$ cat config.mk
export PLATFORM = sky130hd
export DESIGN_NAME = mii_frame_scheduler
export DESIGN_NICKNAME = d
export VERILOG_FILES = /design/src/rtl/mii_frame_scheduler.sv
export SDC_FILE = /design/constraint.sdc
export NUM_CORES = 1
export LEC_CHECK = 0
export CORE_ASPECT_RATIO = 0.5
export CORE_UTILIZATION = 40
export CTS_CLUSTER_SIZE = 16
export DETAILED_ROUTE_END_ITERATION = 7
export PLACE_DENSITY = 0.84
export SLEW_MARGIN = 20
export SYNTH_ARGS = -nofsm -noshare
export SYNTH_HDL_FRONTEND = slang
export SYNTH_SLANG_ARGS = --single-unit
$ cat constraint.sdc
create_clock -name clk -period 2.6 [get_ports clk]
set_clock_uncertainty 0.1 [all_clocks]
set_input_delay 0.26 -clock clk [delete_from_list [all_inputs] [get_ports clk]]
set_output_delay 0.26 -clock clk [all_outputs]
set_load 0.005 [all_outputs]
$ cat src/rtl/mii_frame_scheduler.sv
// Round-robin frame scheduler sharing one XGMII frame generator among N_REQ sources.
// Define MII_SCHED_STRICT_PRIO_EN for fixed lowest-index-wins priority.
module mii_frame_scheduler #(
    parameter int N_REQ            = 4,
    parameter int PAYLOAD_MAX_SIZE = 1500,
    parameter int IPG_CYCLES       = 2,
    parameter int START_TIMEOUT    = 16
) (
    input  logic                     clk,
    input  logic                     i_rst_n,
    input  logic                     i_enable,
    input  logic [N_REQ-1:0]         i_req,
    input  logic [16*N_REQ-1:0]      i_req_len,
    input  logic [8*N_REQ-1:0]       i_req_mode,
    input  logic                     i_gen_valid,
    output logic [N_REQ-1:0]         o_grant,
    output logic                     o_gen_start,
    output logic [15:0]              o_gen_len,
    output logic [7:0]               o_gen_mode,
    output logic [$clog2(N_REQ)-1:0] o_gen_sel,
    output logic                     o_busy,
    output logic                     o_drop,
    output logic                     o_err_timeout,
    output logic [15:0]              o_frame_cnt,
    output logic [7:0]               o_drop_cnt
);

    localparam int SW = $clog2(N_REQ);

    typedef enum logic [2:0] {IDLE, LAUNCH, WAIT, ACTIVE, GAP} state_t;

    state_t          state, state_n;
    logic [SW-1:0]   rr_ptr, rr_ptr_n;
    logic [15:0]     cnt, cnt_n;

    logic [N_REQ-1:0] grant_n;
    logic             start_n, drop_n, err_n;
    logic [15:0]      len_n, frame_n;
    logic [7:0]       mode_n, drop_cnt_n;
    logic [SW-1:0]    sel_n;

    logic             found;
    logic [SW-1:0]    win;
    logic [15:0]      win_len;
    logic [7:0]       win_mode;
    logic             len_bad;

    always_comb begin
        logic [SW:0]   jj;
        logic [SW-1:0] idx;
        found = 1'b0;
        win   = '0;
        jj    = '0;
        idx   = '0;
        for (int i = 0; i < N_REQ; i++) begin
`ifdef MII_SCHED_STRICT_PRIO_EN
            idx = SW'(i);
`else
            jj = {1'b0, rr_ptr} + (SW+1)'(i);
            if (jj >= (SW+1)'(N_REQ))
                jj = jj - (SW+1)'(N_REQ);
            idx = jj[SW-1:0];
`endif
            if (!found && i_req[idx]) begin
                found = 1'b1;
                win   = idx;
            end
        end
    end

    assign win_len  = i_req_len[{win, 4'b0000} +: 16];
    assign win_mode = i_req_mode[{win, 3'b000} +: 8];
    assign len_bad  = (win_len == 16'd0) ||
                      (win_len > 16'(PAYLOAD_MAX_SIZE));

    always_comb begin
        state_n    = state;
        rr_ptr_n   = rr_ptr;
        cnt_n      = cnt;
        grant_n    = '0;
        start_n    = 1'b0;
        drop_n     = 1'b0;
        err_n      = o_err_timeout;
        len_n      = o_gen_len;
        mode_n     = o_gen_mode;
        sel_n      = o_gen_sel;
        frame_n    = o_frame_cnt;
        drop_cnt_n = o_drop_cnt;
        unique case (state)
            IDLE: begin
                if (i_enable && found) begin
                    grant_n[win] = 1'b1;
`ifndef MII_SCHED_STRICT_PRIO_EN
                    rr_ptr_n = (win == SW'(N_REQ-1)) ? '0 : win + 1'b1;
`endif
                    if (len_bad) begin
                        drop_n = 1'b1;
                        if (o_drop_cnt != 8'hFF)
                            drop_cnt_n = o_drop_cnt + 8'd1;
                    end else begin
                        len_n   = win_len;
                        mode_n  = win_mode;
                        sel_n   = win;
                        start_n = 1'b1;
                        state_n = LAUNCH;
                    end
                end
            end
            LAUNCH: begin
                cnt_n   = '0;
                state_n = WAIT;
            end
            WAIT: begin
                // timeout edge lands START_TIMEOUT+1 cycles after the start pulse
                if (i_gen_valid) begin
                    state_n = ACTIVE;
                end else if (cnt + 16'd1 >= 16'(START_TIMEOUT)) begin
                    err_n   = 1'b1;
                    cnt_n   = '0;
                    state_n = GAP;
                end else begin
                    cnt_n = cnt + 16'd1;
                end
            end
            ACTIVE: begin
                if (!i_gen_valid) begin
                    frame_n = o_frame_cnt + 16'd1;
                    cnt_n   = '0;
                    state_n = GAP;
                end
            end
            GAP: begin
                if (cnt + 16'd1 >= 16'(IPG_CYCLES)) begin
                    cnt_n   = '0;
                    state_n = IDLE;
                end else begin
                    cnt_n = cnt + 16'd1;
                end
            end
            default: state_n = IDLE;
        endcase
    end

    always_ff @(posedge clk) begin
        if (!i_rst_n) begin
            state         <= IDLE;
            rr_ptr        <= '0;
            cnt           <= '0;
            o_grant       <= '0;
            o_gen_start   <= 1'b0;
            o_gen_len     <= '0;
            o_gen_mode    <= '0;
            o_gen_sel     <= '0;
            o_busy        <= 1'b0;
            o_drop        <= 1'b0;
            o_err_timeout <= 1'b0;
            o_frame_cnt   <= '0;
            o_drop_cnt    <= '0;
        end else begin
            state         <= state_n;
            rr_ptr        <= rr_ptr_n;
            cnt           <= cnt_n;
            o_grant       <= grant_n;
            o_gen_start   <= start_n;
            o_gen_len     <= len_n;
            o_gen_mode    <= mode_n;
            o_gen_sel     <= sel_n;
            o_busy        <= (state_n != IDLE);
            o_drop        <= drop_n;
            o_err_timeout <= err_n;
            o_frame_cnt   <= frame_n;
            o_drop_cnt    <= drop_cnt_n;
        end
    end

endmodule

==> flow_metrics.py <==
metrics = {
    "worst_setup_path": {
        "r2r-start": "rr_ptr[1]",
        "slowest_stage": "dfxtp_4",
        "start_kind": "flip-flop",
        "r2r_cells": 13,
        "path_cells": "mux2i_2 > o22ai_2 > nor2_4 > buf_6 > buf_16 > mux2i_2 > mux2_4 > a2111oi_4 > buf_4 > o2111ai_1 > buf_4 > a21oi_1 > mux2i_1",
        "endpoint_kind": "flip-flop",
        "cp.required_ns": 2.76,
        "critPathMaxFanout": 8,
        "crit_type": "flip-flop to flip-flop",
        "reg2reg_to": "o_drop_cnt[7]",
        "cp.arrival_ns": 3.11,
        "rrSetupSlack_ns": -0.34,
        "cpPeakStageDelay_ns": 0.38,
    },
    "clocking": {
        "clk_path_buf_depth": 2,
        "clk_pin_slew_ns": 0.06,
        "cts_buffers": 9,
        "htreeDepth": 3,
        "cts_sinks": 79,
        "clk_latency_ns": 0.34,
        "cts_tree": "done",
        "root_buffer": "clkbuf_16",
        "hold_buffers": 0,
    },
    "sta": {
        "rsz0062_at_grt": "yes",
        "fmax_ghz": 0.340,
        "relSlewSlack": 0.527,
        "hold_slack_ns": 0.294,
        "hold_viol": 0,
        "period_share": 1.13,
        "fin_ws_ns": -0.341,
        "tightest_slew_ns": 0.705,
        "fin_crit_ns": 2.94,
        "slew_violations": 0,
        "setup_violations": 37,
    },
    "pwr": {
        "ir_worst_vdd_mv": 0.393,
        "powerDensity_nw_per_um2": 517,
        "leakage_nw": 2.98,
    },
    "run_status": {
        "outcome": "finished with violations",
        "failed_checks": "negative setup slack",
    },
    "logic_synthesis": {
        "synthMuxAreaShare": 0.203,
        "synth_seq_cells": 79,
        "synth_fa_ha_area_frac": 0.0232,
        "synth_cell_types": 59,
        "yosys-top-cells-area": "dfxtp_1 (37%), mux2i_1 (18%), nand2_1 (5.6%)",
        "synth_flop_cell": "dfxtp_1",
        "synth_top_family_by_area": "simple AND/OR/NAND/NOR gates",
        "synth_compound_area_frac": 0.0848,
        "yosysSeqAreaShare": 0.367,
        "yosysWarnings": 0,
        "synth_edf_count": 0,
        "netlist.top_cell.by_area": "dfxtp_1",
        "syn_area_um2": 4310,
        "synthesis.nets": 589,
        "synth.avg_cell_area_um2": 9.03,
        "synth-simple-area-share": 0.242,
        "synth_top_area_share": 0.367,
        "ys_async_sr_fraction": 0,
        "synth_cells": 477,
        "synth-xor-area-share": 0.0427,
    },
    "place": {
        "hpwl_um": 9010,
        "place_area_um2": 6360,
        "io_buffers": 161,
        "gp_congestion": 0.851,
    },
    "floorplan": {
        "dieArea_um2": 11200,
        "design.core.area_um2": 10300,
        "fp.dieH_um": 75.4,
        "initial_core_util": 0.416,
        "rows": 26,
        "io_pins": 162,
        "die_w_um": 149,
    },
    "final_layout": {
        "design_area_um2": 7130,
        "drive_above_1_share": 0.209,
        "nets": 806,
        "fin_util": 0.689,
        "antenna_cells": 0,
        "area_growth_pct": 65.5,
    },
    "global_routing": {
        "grt.overflow.total": 0,
        "grt_first_pass_wirelength_um": 19500,
        "grt_antenna_before_repair": 0,
        "grt_max_degree": 65,
        "grt_pass1_vias": 4142,
        "grt_util_all_layers": 0.220,
    },
    "detailed_routing": {
        "ant_nets": 0,
        "wl_per_cell_um": 16.1,
        "drt_wl_total_um": 13500,
        "route.vias.total": 4371,
        "drt_iter0_markers": 271,
        "drc": 0,
        "vias_per_cell": 5.22,
        "firstDrtPassIters": 4,
    },
    "min_path": {
        "hp-start": "i_rst_n",
        "hold_class": "primary input to flip-flop",
        "min_to": "cnt[3]",
        "min_path_cells": 5,
    },
    "job": {
        "cap_violations": 0,
    },
}
per-stage QoR:
| stage | setup TNS, ns | worst slack (ns) | total power (W) | std cells |
|---|---|---|---|---|
| 2_1_floorplan | 0 | 0.0105 | 0.00178 | 477 |
| 3_5_place_dp | -20.20 | -0.650 | 0.00221 | 804 |
| 3_3_place_gp | -18.59 | -0.571 | 0.00219 | 804 |
| 4_1_cts | -6.23 | -0.251 | 0.00360 | 831 |
| 5_1_grt | -15.03 | -0.448 | 0.00382 | 838 |
| 6_report | -11.09 | -0.341 | 0.00368 | 838 |
registers in the layout, indices dropped and copies added, names as in the netlist, 2 cells and up:
register,flops
cnt,16
o_gen_mode,8
o_drop_cnt,8
o_gen_len,16
o_gen_sel,2
rr_ptr,2
o_grant,4
o_frame_cnt,16
state,3
cells by family (layout without fill, tap and decap cells):
logic type / Yosys count / in the layout
adders and majority gates: 8 / 8
xor gates and xnor gates: 21 / 21
AOI/OAI and AO/OA: 46 / 46
and+or+nand+nor: 206 / 206
muxes: 85 / 85
DFF: 79 / 79
buffers and inverters: 32 / 253
Yosys cell counts, types with 2 or more instances:
master     n
dfxtp_1   79
mux2i_1   76
nand2_1   64
nor2_1    36
nand3_1   28
xor2_1    17
and2_1    14
and3_1    13
clkbuf_1  13
nand2b_1  13
a21oi_1   12
ha_1       8
inv_1      8
mux2_2     8
nand4_1    6
nor3_1     6
nor4_1     5
o21ai_0    5
a211oi_1   4
a31oi_1    4
buf_6      4
xnor2_1    4
and4_1     3
buf_2      3
or4_1      3
a21o_1     2
buf_4      2
nand3_2    2
nor3b_1    2
o22ai_1    2
or2_2      2
or3_1      2
cell usage in the layout, fill, tap and decap left out, types with 10 or more instances in the layout:
master           count
and2_1              14
nor2_1              36
nand3_1             28
clkbuf_16           10
xor2_1              17
dfxtp_1             74
buf_4               55
clkdlybuf4s50_1    158
nand2b_1            12
mux2i_1             65
and3_1              12
nand2_1             63
what timing repair did:
item / CTS / global route
hold endpoints to repair: 0 / 0
gates resized for setup: 37 / 35
endpoints found under the setup margin: 39 / 40
buffers inserted: 11 / 7
gates cloned: 2 / 1
pin swaps: 8 / 14
power by group:
group / leakage (nW) / internal (W) / switching, W / total, W
logic: 2.19 / 0.000653 / 0.000489 / 0.00114
registers: 0.641 / 0.00125 / 0.0000318 / 0.00128
clock network: 0.143 / 0.000746 / 0.000516 / 0.00126
area by class of cell:
| cell class | count | area (um^2) |
|---|---|---|
| flip-flops and latches | 79 | 1590 |
| multi-input cells | 366 | 2810 |
| well taps | 140 | 175 |
| fillers | 738 | 3220 |
| repair buffers | 228 | 2220 |
| clock inverters | 6 | 68.8 |
| inverters | 10 | 37.5 |
| clock buffers | 9 | 225 |
worst max-delay path, delay by kind of cell, from the launching register on:
kind,cells,cell delay (ns)
and+or+nand+nor,1,0.12
DFF,1,0.38
muxes,4,0.78
AOI/OAI and AO/OA,4,0.81
buffers and inverters,4,0.66
worst max-delay path by stage:
stage	startpoint	to	slack (ns)	depth (start not counted)
floorplan	rr_ptr[1]	o_gen_len[0]	0.01	12
global placement	i_req[2]	o_drop_cnt[5]	-0.57	13
detailed placement	i_req[0]	o_drop_cnt[3]	-0.65	13
CTS	rr_ptr[1]	o_drop_cnt[3]	-0.25	12
global route	rr_ptr[1]	o_gen_len[9]	-0.45	13
finish	rr_ptr[1]	o_drop_cnt[7]	-0.34	13
layer usage:
metal	up-vias	GRT usage	wire [um]
li1	2117	-	-
met1	2113	0.263	5740
met2	115	0.413	6820
met3	26	0.0407	686
met4	0	0.0658	237
met5	-	0	0
Note: power is estimated with default switching activity, not from simulation.
